File: src/rtl/komandara_k10_pkg.sv
// Shared types for the K10 writeback path: hold-entry FSM states and writeback request.
package komandara_k10_pkg;

  localparam int K10_NUM_REGS = 32;

  typedef enum logic {
    EMPTY = 1'b0,
    HELD  = 1'b1
  } wb_state_e;

  typedef struct packed {
    logic [4:0]  rd;
    logic [31:0] data;
  } wb_req_t;

endpackage

File: src/rtl/k10_wb_scoreboard.sv
// Pending-write scoreboard: one bit per architectural register, x0 never pending.
module k10_wb_scoreboard
  import komandara_k10_pkg::*;
(
  input  logic       i_clk,
  input  logic       i_rst,
  input  logic       set,
  input  logic [4:0] set_rd,
  input  logic       clr,
  input  logic [4:0] clr_rd,
  input  logic [4:0] rs1_addr,
  input  logic [4:0] rs2_addr,
  output logic       rs1_busy,
  output logic       rs2_busy
);

  logic [K10_NUM_REGS-1:0] pending_reg;
  logic [K10_NUM_REGS-1:0] pending_next;

  // A set wins over a clear of the same register so a re-issued op stays tracked.
  generate
    for (genvar gi = 0; gi < K10_NUM_REGS; gi++) begin : g_bit
      if (gi == 0) begin : g_zero
        assign pending_next[gi] = 1'b0;
      end else begin : g_reg
        logic set_hit;
        logic clr_hit;
        assign set_hit          = set && (set_rd == 5'(gi));
        assign clr_hit          = clr && (clr_rd == 5'(gi));
        assign pending_next[gi] = set_hit || (pending_reg[gi] && !clr_hit);
      end
    end
  endgenerate

  always_ff @(posedge i_clk or posedge i_rst) begin
    if (i_rst) begin
      pending_reg <= '0;
    end else begin
      pending_reg <= pending_next;
    end
  end

  assign rs1_busy = pending_reg[rs1_addr];
  assign rs2_busy = pending_reg[rs2_addr];

endmodule

File: src/rtl/k10_wb_arbiter.sv
// Writeback arbiter: EX first, then a one-deep hold entry, then long-latency results.
// Optional deferred-cycle counter enabled by defining K10_WB_DEFER_CNT_EN.
module k10_wb_arbiter
  import komandara_k10_pkg::*;
(
  input  logic        i_clk,
  input  logic        i_rst,
  input  logic        i_ex_valid,
  input  logic [4:0]  i_ex_rd,
  input  logic [31:0] i_ex_data,
  input  logic        i_lu_valid,
  input  logic [4:0]  i_lu_rd,
  input  logic [31:0] i_lu_data,
  output logic        o_lu_ready,
  input  logic        i_sb_set,
  input  logic [4:0]  i_sb_rd,
  input  logic [4:0]  i_rs1_addr,
  input  logic [4:0]  i_rs2_addr,
  output logic        o_rs1_busy,
  output logic        o_rs2_busy,
  output logic        o_wr_en,
  output logic [4:0]  o_rd_addr,
  output logic [31:0] o_rd_data,
  output logic [31:0] o_defer_cnt
);

  wb_state_e   state_reg;
  wb_state_e   state_next;
  wb_req_t     hold_reg;
  wb_req_t     sel_req;
  logic        sel_valid;
  logic        sel_ll;
  logic        hold_capture;
  logic        lu_acc;
  logic        wr_en_reg;
  logic [4:0]  rd_addr_reg;
  logic [31:0] rd_data_reg;

  assign o_lu_ready = (state_reg == EMPTY) && !i_rst;
  assign lu_acc     = i_lu_valid && o_lu_ready;

  always_ff @(posedge i_clk or posedge i_rst) begin
    if (i_rst) begin
      state_reg <= EMPTY;
    end else begin
      state_reg <= state_next;
    end
  end

  always_comb begin
    state_next = state_reg;
    case (state_reg)
      EMPTY:   if (lu_acc && i_ex_valid) state_next = HELD;
      HELD:    if (!i_ex_valid) state_next = EMPTY;
      default: state_next = EMPTY;
    endcase
  end

  always_comb begin
    sel_valid    = 1'b0;
    sel_ll       = 1'b0;
    sel_req      = '0;
    hold_capture = 1'b0;
    if (i_ex_valid) begin
      sel_valid    = 1'b1;
      sel_req      = '{rd: i_ex_rd, data: i_ex_data};
      hold_capture = lu_acc;
    end else if (state_reg == HELD) begin
      sel_valid = 1'b1;
      sel_ll    = 1'b1;
      sel_req   = hold_reg;
    end else if (lu_acc) begin
      sel_valid = 1'b1;
      sel_ll    = 1'b1;
      sel_req   = '{rd: i_lu_rd, data: i_lu_data};
    end
  end

  always_ff @(posedge i_clk or posedge i_rst) begin
    if (i_rst) begin
      hold_reg <= '0;
    end else if (hold_capture) begin
      hold_reg <= '{rd: i_lu_rd, data: i_lu_data};
    end
  end

  // Writes to x0 still load address/data; only the enable is suppressed.
  always_ff @(posedge i_clk or posedge i_rst) begin
    if (i_rst) begin
      wr_en_reg   <= 1'b0;
      rd_addr_reg <= '0;
      rd_data_reg <= '0;
    end else begin
      wr_en_reg <= sel_valid && (sel_req.rd != 5'd0);
      if (sel_valid) begin
        rd_addr_reg <= sel_req.rd;
        rd_data_reg <= sel_req.data;
      end
    end
  end

  assign o_wr_en   = wr_en_reg;
  assign o_rd_addr = rd_addr_reg;
  assign o_rd_data = rd_data_reg;

  k10_wb_scoreboard u_scoreboard (
    .i_clk    (i_clk),
    .i_rst    (i_rst),
    .set      (i_sb_set),
    .set_rd   (i_sb_rd),
    .clr      (sel_valid && sel_ll),
    .clr_rd   (sel_req.rd),
    .rs1_addr (i_rs1_addr),
    .rs2_addr (i_rs2_addr),
    .rs1_busy (o_rs1_busy),
    .rs2_busy (o_rs2_busy)
  );

`ifdef K10_WB_DEFER_CNT_EN
  logic [31:0] defer_cnt_reg;

  always_ff @(posedge i_clk or posedge i_rst) begin
    if (i_rst) begin
      defer_cnt_reg <= '0;
    end else if ((state_reg == HELD) && (defer_cnt_reg != 32'hFFFF_FFFF)) begin
      defer_cnt_reg <= defer_cnt_reg + 32'd1;
    end
  end

  assign o_defer_cnt = defer_cnt_reg;
`else
  assign o_defer_cnt = '0;
`endif

endmodule

File: config.mk
export PLATFORM = sky130hd
export DESIGN_NAME = k10_wb_arbiter
export DESIGN_NICKNAME = d
export VERILOG_FILES = /design/src/rtl/komandara_k10_pkg.sv /design/src/rtl/k10_wb_scoreboard.sv /design/src/rtl/k10_wb_arbiter.sv
export SDC_FILE = /design/constraint.sdc
export NUM_CORES = 1
export LEC_CHECK = 0
export BUFFER_PORTS_ARGS = -buffer_cell sky130_fd_sc_hd__buf_2
export CORE_UTILIZATION = 40
export CTS_BUF_LIST = sky130_fd_sc_hd__clkbuf_16
export CTS_CLUSTER_DIAMETER = 40
export DETAILED_ROUTE_END_ITERATION = 6
export PLACE_DENSITY = 0.67
export RECOVER_POWER = 100
export SYNTH_ARGS = -nofsm -noshare
export SYNTH_HDL_FRONTEND = slang
export SYNTH_SLANG_ARGS = --single-unit
File: constraint.sdc
create_clock -name i_clk -period 3.2 [get_ports i_clk]
set_input_delay 0.32 -clock i_clk [delete_from_list [all_inputs] [get_ports i_clk]]
set_output_delay 0.32 -clock i_clk [all_outputs]
set_load 0.01 [all_outputs]
== Word-level counts from Yosys, hierarchy flattened ==
Index checks and enable logic that the tools add are counted.

* Equal/unequal tests: 62
* Reduce and logical (&&, ||, !) cells: 162
* Muxes and demuxes: 15
* Bitwise operators: 1
* Order comparisons: 2

{| class="wikitable"
|+ Operator list
! kind !! count
|-
| equality test 5 bit, second input constant || 32
|-
| two-way mux 37 bit || 3
|-
| logical AND 1 bit || 98
|-
| equality test 5 x 4 -> 1 bit, second input constant || 16
|-
| equality test 5 x 3 -> 1 bit, second input constant || 8
|-
| logical NOT 1 bit || 32
|-
| logical OR 1 bit || 31
|-
| equality test 5 x 2 -> 1 bit, second input constant || 4
|-
| < comparator 5 x 6 -> 1 bit, second input constant || 2
|-
| binary-select mux 1 bit (select 5 bit) || 2
|-
| equality test 5 x 1 -> 1 bit, second input constant || 2
|-
| two-way mux 1 bit || 9
|-
| nonzero test 5 bit || 1
|-
| case mux 1 bit (2 select lines) || 1
|-
| inverter 1 bit || 1
|}

* Bits of input ports: 94
* Register bits after elaboration: 107
* Word-level logic and storage cells: 249

== Logic depth before layout (Yosys ltp) ==
Gate-level depths: netlist of run 1.

* Depth in word-level cells: 11
* Gate-level depth with buffers: 7

== Cells and area by module ==
From an unflattened synthesis of run 1, not the netlist that was laid out.

* Cell total of the unflattened synthesis: 535
* Area total of the unflattened synthesis: 5609.1 µm²

{| class="wikitable"
|+ By module, submodules not included
! module !! instances !! cells an instance !! area each (µm²)
|-
| k10_wb_arbiter || 1 || 331 || 3713.6
|-
| k10_wb_scoreboard || 1 || 204 || 1895.6
|}

== Least setup slack after synthesis of run 1 ==
Ideal clock, no wire load.

* Kind: in2out
* Start point: in i_rs1_addr[1]
* End point: out o_rs1_busy
* Stages on the path: 4
* Arrival time: 1.668 ns
* Slack: 1.212 ns
* Data required time: 2.880 ns
* Path through: buf_2 -> mux4_2 -> a32o_1 -> a221o_1

* Longest elaborated chain between the ends: 2

{| class="wikitable"
|+ RTL lines
! element !! RTL line !! text
|-
| from (decl) || k10_wb_arbiter.sv:17 || <nowiki>input logic [4:0] i_rs1_addr,</nowiki>
|-
| binary-select mux 1 bit (select 5 bit) || k10_wb_scoreboard.sv:43 || <nowiki>assign rs1_busy = pending_reg[rs1_addr];</nowiki>
|-
| two-way mux 1 bit (implied by the code) || k10_wb_scoreboard.sv:43 ||
|-
| to (decl) || k10_wb_arbiter.sv:19 || <nowiki>output logic o_rs1_busy,</nowiki>
|}

Every way passes these cells. The select of a mux whose other input is x is not followed.

== Worst setup path after layout of run 1 ==
* Start point: reg state_reg
* End point: reg hold_reg[14] in the netlist's numbering

* Longest elaborated chain between the ends: 4

{| class="wikitable"
|+ RTL lines
! element !! RTL line !! text
|-
| from (decl) || k10_wb_arbiter.sv:27 || <nowiki>wb_state_e state_reg;</nowiki>
|-
| from (signal assigned) || k10_wb_arbiter.sv:46 || <nowiki>state_reg <= state_next;</nowiki>
|-
| inverter 1 bit || - ||
|-
| logical AND 1 bit || k10_wb_arbiter.sv:39 || <nowiki>assign o_lu_ready = (state_reg == EMPTY) && !i_rst;</nowiki>
|-
| logical AND 1 bit || k10_wb_arbiter.sv:40 || <nowiki>assign lu_acc = i_lu_valid && o_lu_ready;</nowiki>
|-
| two-way mux 1 bit || k10_wb_arbiter.sv:64 || <nowiki>if (i_ex_valid) begin</nowiki>
|-
| to (signal assigned) || k10_wb_arbiter.sv:83 || <nowiki>hold_reg <= '{rd: i_lu_rd, data: i_lu_data};</nowiki>
|-
| to (decl) || k10_wb_arbiter.sv:29 || <nowiki>wb_req_t hold_reg;</nowiki>
|}

Every way passes these cells.
A chain may end at the register's enable or synchronous reset.

==> results.py, run 1 <==
metrics = {
    "yosys": {
        "yosysSeqAreaShare_pct": 48.86,
        "yosysWarnings": 0,
        "synth_cells": 499,
        "netlist_area_um2": 5480,
        "ys.flop_type": "dfrtp_1",
        "synth_edf_count": 0,
        "synthArstFlopShare_pct": 100.0,
        "postSynthAreaPerCell_um2": 10.98,
        "yosysUniqueCellTypes": 46,
        "ys_ff_latch": 107,
    },
    "clock_tree": {
        "cts_tree": "yes",
        "clockRootBuffer": "clkbuf_16",
        "holdBufCountCts": 0,
        "post_cts_buffers": 0,
        "clk_pin_slew_ns": 0.07,
        "cts-resized-gates": 0,
        "clock-sinks": 107,
        "cts_buffer_depth": 2,
        "cts.htree.levels": 3,
        "clk_latency_ns": 0.34,
        "cts-buffers-inserted": 9,
    },
    "run_status": {
        "status": "finished, violations left",
        "violations": "capacitance limit, slew limit",
    },
    "run": {
        "maxCapViolations": 1,
    },
    "drt": {
        "wl_per_cell_um": 17.50,
        "routed_wl_mm": 13.97,
        "vias_per_cell": 5.648,
        "dr.pass1.iters": 5,
        "vias": 4507,
        "ant_nets": 0,
        "drc": 0,
        "drt_iter0_markers": 247,
    },
    "final_layout": {
        "layout_commonest_cell": "dfrtp_1",
        "drive_gt1_share_pct": 28.30,
        "final_cell_mix": "dfrtp_1 (107), buf_2 (93), o22ai_1 (64), o21ai_0 (43), clkbuf_1 (41)",
        "area_growth_pct": 16.69,
        "largest_reg_flops": 37,
        "antenna_cells": 0,
        "layout.nets": 711,
    },
    "worst_setup_path": {
        "required_ns": 3.42,
        "cp_slowest_cell": "nor2_1",
        "path_delay_family": "simple AND/OR/NAND/NOR gates",
        "reg2reg_slack_ns": 0.73,
        "worstPathCellList": "inv_1 -> nand2_1 -> nor2_1 -> buf_4 -> mux2_2",
        "cp-start-kind": "register",
        "cp_num_buf_inv": 2,
        "crit_type": "register to register",
        "cp_data_arrival_time_ns": 2.69,
        "cp_slowest_stage_delay_ns": 0.80,
        "cp_max_fo": 18,
        "crit_path_end_kind": "register",
    },
    "die": {
        "fp.dieW_um": 119.1,
        "die_h_um": 119.1,
        "io_pins": 167,
        "die_area_um2": 14170,
        "num_rows": 42,
        "core_um2": 13300,
        "start_util_pct": 41.22,
    },
    "global_routing": {
        "use_met3_pct": 4.598,
        "antenna_found_initial": 0,
        "grt_pass1_wl_mm": 23.09,
        "use_met2_pct": 34.41,
        "gr-usage-met1_pct": 26.25,
        "grt_max_degree": 66,
        "overflow": 0,
        "gr-usage-all-layers_pct": 20.61,
        "busiest_layer": "met2",
        "grt_pass1_vias": 4563,
    },
    "timing": {
        "fin_skew_ns": 0.005768,
        "finalCritPeriodShare_pct": 77.05,
        "rsz0062_at_grt": "false",
        "tightest_slew_ns": 2.392,
        "fin_hold_ws_ns": 0.2261,
        "setup_violations": 0,
        "finalHoldViolations": 0,
        "fmax_mhz": 405.6,
        "report.final.slew_viol_count": 63,
        "fin_setup_tns_ns": 0,
        "slew_headroom_pct": -59.65,
        "fin_crit_ns": 2.466,
    },
    "min_path": {
        "worstHoldPathType": "input pin to register",
    },
    "place": {
        "portBuffers": 134,
        "dpl.hpwl_mm": 10.13,
        "gp_congestion": 0.8803,
    },
    "pwr": {
        "ir_drop_mv": 0.2474,
        "p_per_area_nw_per_um2": 590.6,
        "power_leakage_uw": 0.002747,
    },
}
[area by class of cell]
class	instances	area, µm²
fillers	1275	6900
flip-flops and latches	107	2678
multi-input cells	348	2441
repair buffers	140	674.4
clock buffers	9	225.2
well taps	176	220.2
clock inverters	7	115.1
inverters	11	41.29
[worst register-to-register path: cells and delay by family, from the launching register on]
kind          cells  cell delay, ns
mux               1            0.38
flops             1            0.54
simple gates      2            0.87
buf+inv           2            0.55
[cells by family (layout without fill, tap and decap cells)]
family / count (synthesis) / after routing / share of synthesized area [%]
multiplexers: 53 / 53 / 13.77
flip-flops: 107 / 107 / 48.86
buffers and inverters: 75 / 167 / 7.877
AND/OR/NAND/NOR: 87 / 87 / 9.178
other: 1 / 32 / 0.06843
AO/OA/AOI/OAI: 176 / 176 / 20.25
[layer usage]
layer / routed length, µm / vias up
met5: 0 / -
met1: 5970 / 2210
met3: 981 / 20
met2: 6759 / 205
li1: - / 2072
met4: 256 / 0
[cells in the mapped netlist (2+ instances only)]
cell / n / area share [%]
a221o_1: 3 / 0.55
clkbuf_1: 17 / 1.2
a21oi_1: 35 / 3.2
a2111o_1: 2 / 0.41
a32o_1: 3 / 0.55
a31oi_1: 2 / 0.23
nor2b_1: 4 / 0.46
and4bb_2: 4 / 0.91
buf_1: 2 / 0.14
dfrtp_1: 107 / 49
buf_2: 6 / 0.55
nand3_1: 15 / 1.4
a211oi_1: 2 / 0.27
nand2b_1: 13 / 1.5
buf_4: 35 / 4.8
mux2_2: 39 / 8.0
clkbuf_2: 3 / 0.27
o22ai_1: 64 / 7.3
nand2_1: 21 / 1.4
a211o_1: 2 / 0.32
inv_1: 10 / 0.69
o221ai_1: 4 / 0.64
a22o_1: 5 / 0.80
o21ai_0: 42 / 3.8
o22a_1: 2 / 0.32
nor2_1: 11 / 0.75
mux4_2: 14 / 5.8
a21o_1: 4 / 0.55
nor3_1: 3 / 0.27
or2_2: 5 / 0.57
nand4b_1: 5 / 0.80
[worst paths after layout]
| path | end | from | cells after the start |
|---|---|---|---|
| max in group asynchronous | hold_reg[14] | i_rst | 2 |
| max | hold_reg[14] | state_reg | 5 |
| min | hold_reg[15] | i_lu_data[15] | 2 |
| min in group asynchronous | o_rd_addr[0] | i_rst | 2 |
| min reg2reg | o_rd_addr[1] | o_rd_addr[1] | 1 |
| max reg2reg | hold_reg[14] | state_reg | 5 |
[power breakdown]
part | leakage [µW] | internal (µW) | switching (µW)
Clock | 0.000165 | 764 | 489
Sequential | 0.00123 | 1600 | 178
Combinational | 0.00135 | 362 | 381
[per-stage QoR]
step                worst slack [ns]  util (%)  std cells  power [µW]  area, µm²
global placement               1.063     46.31        782        2527       6157
finish                        0.7344     48.10        798        3777       6395
detailed placement            0.9682     46.31        782        2568       6157
global route                  0.4180     48.10        798        3974       6395
CTS                           0.8772     48.87        798        3830       6497
floorplan                    0.06276         -        530        2300       5597
Power figures use the tool's default switching activity.
==> run 2: changes to the inputs <==
--- a/config.mk
+++ b/config.mk
@@ -10,7 +10,6 @@
 export CTS_BUF_LIST = sky130_fd_sc_hd__clkbuf_16
 export CTS_CLUSTER_DIAMETER = 40
 export DETAILED_ROUTE_END_ITERATION = 6
-export PLACE_DENSITY = 0.67
 export RECOVER_POWER = 100
 export SYNTH_ARGS = -nofsm -noshare
 export SYNTH_HDL_FRONTEND = slang
==> constraint.sdc (replaced) <==
create_clock -name i_clk -period 2.4 [get_ports i_clk]
set_input_delay 0.24 -clock i_clk [delete_from_list [all_inputs] [get_ports i_clk]]
set_output_delay 0.24 -clock i_clk [all_outputs]
set_load 0.01 [all_outputs]
==> run 2 against run 1 <==
The flow now finishes without violations. Critical path depth grew 1. Design area shrank 0.68%. Clock skew shrank 0.0025 ns. Global-route usage shrank 0.21 points. First-iteration DRC count shrank 6.5%. Non-clock buffer count grew 4. Routed wire length shrank 0.48%. Largest cell class unchanged. Count of clock-buffer cells in the layout is the same. Clock power grew 14%. Sequential cell count is the same. Sequential share of layout area grew 0.29 points.
==> results.py, run 2 (same netlist as run 1, synthesis figures left out) <==
metrics = {
    "final_layout": {
        "fin_cells": 801,
        "layout.nets": 715,
        "final_cell_mix": "dfrtp_1 (107), buf_2 (92), o22ai_1 (64), o21ai_0 (43), clkbuf_1 (43)",
        "antenna_cells": 0,
        "fin_area_um2": 6351,
        "drive_gt1_share_pct": 28.48,
        "largest_reg_flops": 37,
        "area_growth_pct": 15.89,
        "layout_commonest_cell": "dfrtp_1",
    },
    "timing": {
        "setup_ws_ns": 0.1923,
        "fin_skew_ns": 0.003296,
        "fin_hold_ws_ns": 0.1504,
        "slew_headroom_pct": 1.303,
        "setup_violations": 0,
        "fin_crit_ns": 2.208,
        "tightest_slew_ns": 1.472,
        "finalHoldViolations": 0,
        "fmax_mhz": 453.0,
        "fin_setup_tns_ns": 0,
        "finalCritPeriodShare_pct": 91.99,
        "report.final.slew_viol_count": 0,
        "rsz0062_at_grt": "false",
    },
    "place": {
        "post-place-cells": 786,
        "detailed_place.area_um2": 6201,
        "gp_congestion": 0.8499,
        "dp_slack_ns": 0.3085,
        "dpl.hpwl_mm": 10.36,
        "portBuffers": 134,
    },
    "clock_tree": {
        "cts_buffer_depth": 2,
        "cts-buffers-inserted": 9,
        "clock-sinks": 107,
        "cts.htree.levels": 3,
        "cts_tree": "yes",
        "holdBufCountCts": 0,
        "post_cts_buffers": 0,
        "clk_pin_slew_ns": 0.07,
        "clockRootBuffer": "clkbuf_16",
        "clk_latency_ns": 0.34,
        "cts-resized-gates": 0,
    },
    "die": {
        "io_pins": 167,
        "num_rows": 42,
        "core_um2": 13300,
        "fp.dieW_um": 119.1,
        "start_util_pct": 41.22,
        "die_area_um2": 14170,
        "die_h_um": 119.1,
    },
    "drt": {
        "wl_met1_mm": 6.059,
        "wl_per_cell_um": 17.35,
        "ant_nets": 0,
        "routed_wl_mm": 13.90,
        "highest_layer": "met4",
        "vias": 4464,
        "drc": 0,
        "dr.pass1.iters": 7,
        "wl_met2_mm": 6.670,
        "route.met3.wl_um": 907,
        "drt_iter0_markers": 231,
        "vias_per_cell": 5.573,
    },
    "pwr": {
        "p_per_area_nw_per_um2": 752.0,
        "ir_drop_mv": 0.3934,
        "power_leakage_uw": 0.002715,
    },
    "worst_setup_path": {
        "cp_data_arrival_time_ns": 1.97,
        "required_ns": 2.16,
        "crit_path_end_kind": "output pin",
        "cp-start-kind": "register",
        "crit_type": "register to output pin",
        "cp_max_fo": 3,
    },
    "global_routing": {
        "overflow": 0,
        "grt_pass1_vias": 4432,
        "grt_max_degree": 42,
        "antenna_found_initial": 0,
        "gr-usage-all-layers_pct": 20.39,
        "grt_pass1_wl_mm": 22.91,
    },
    "run": {
        "maxCapViolations": 0,
    },
    "min_path": {
        "worstHoldPathType": "input pin to register",
    },
    "run_status": {
        "status": "finished, final reports clean",
    },
}
## run 2: power breakdown
group          total [µW]  internal [µW]  switching, µW  leakage, µW
sequential           2360           2140            227      0.00123
clock                1430            795            633     0.000134
combinational         984            483            501      0.00135
## run 2: stage by stage
step,util (%),total power [µW]
floorplan,-,3067
global placement,46.64,3394
detailed placement,46.64,3423
CTS,48.77,4853
global route,47.77,5027
finish,47.77,4776
## run 2: cell type report
type                       instances  area [µm²]
inverter                          11       42.54
timing repair buffer             144       679.4
tap                              176       220.2
multi-input combinational        348        2449
sequential                       107        2678
clock buffer                       9       225.2
fill                            1268        6944
clock inverter                     6       57.56
## run 2: path summary, 6_finish.rpt
kind,start,to,slack [ns],cells past startpoint
worst max register to register,state_reg,u_scoreboard.pending_reg[4],0.22,5
min in group asynchronous,i_rst,o_rd_addr[1],0.38,2
worst min register to register,o_rd_addr[0],o_rd_addr[0],0.49,1
worst max-delay path,u_scoreboard.pending_reg[7],o_rs1_busy,0.19,6
max in group asynchronous,i_rst,o_rd_data[17],0.50,3
worst min-delay path,i_lu_data[7],hold_reg[7],0.15,2
## run 2: layer usage
| layer | vias up | track usage, % |
|---|---|---|
| met1 | 2204 | 27.22 |
| met5 | - | 0 |
| met3 | 20 | 4.119 |
| met2 | 162 | 33.21 |
| met4 | 0 | 6.566 |
| li1 | 2078 | - |
## run 2: critical path: stages, from the launching register on
cell and delay (ns):
dfrtp_1 0.41, mux4_2 0.47, nor2b_1 0.17, a2111o_1 0.12, nand3_1 0.07, a221o_1 0.26, clkbuf_1 0.13
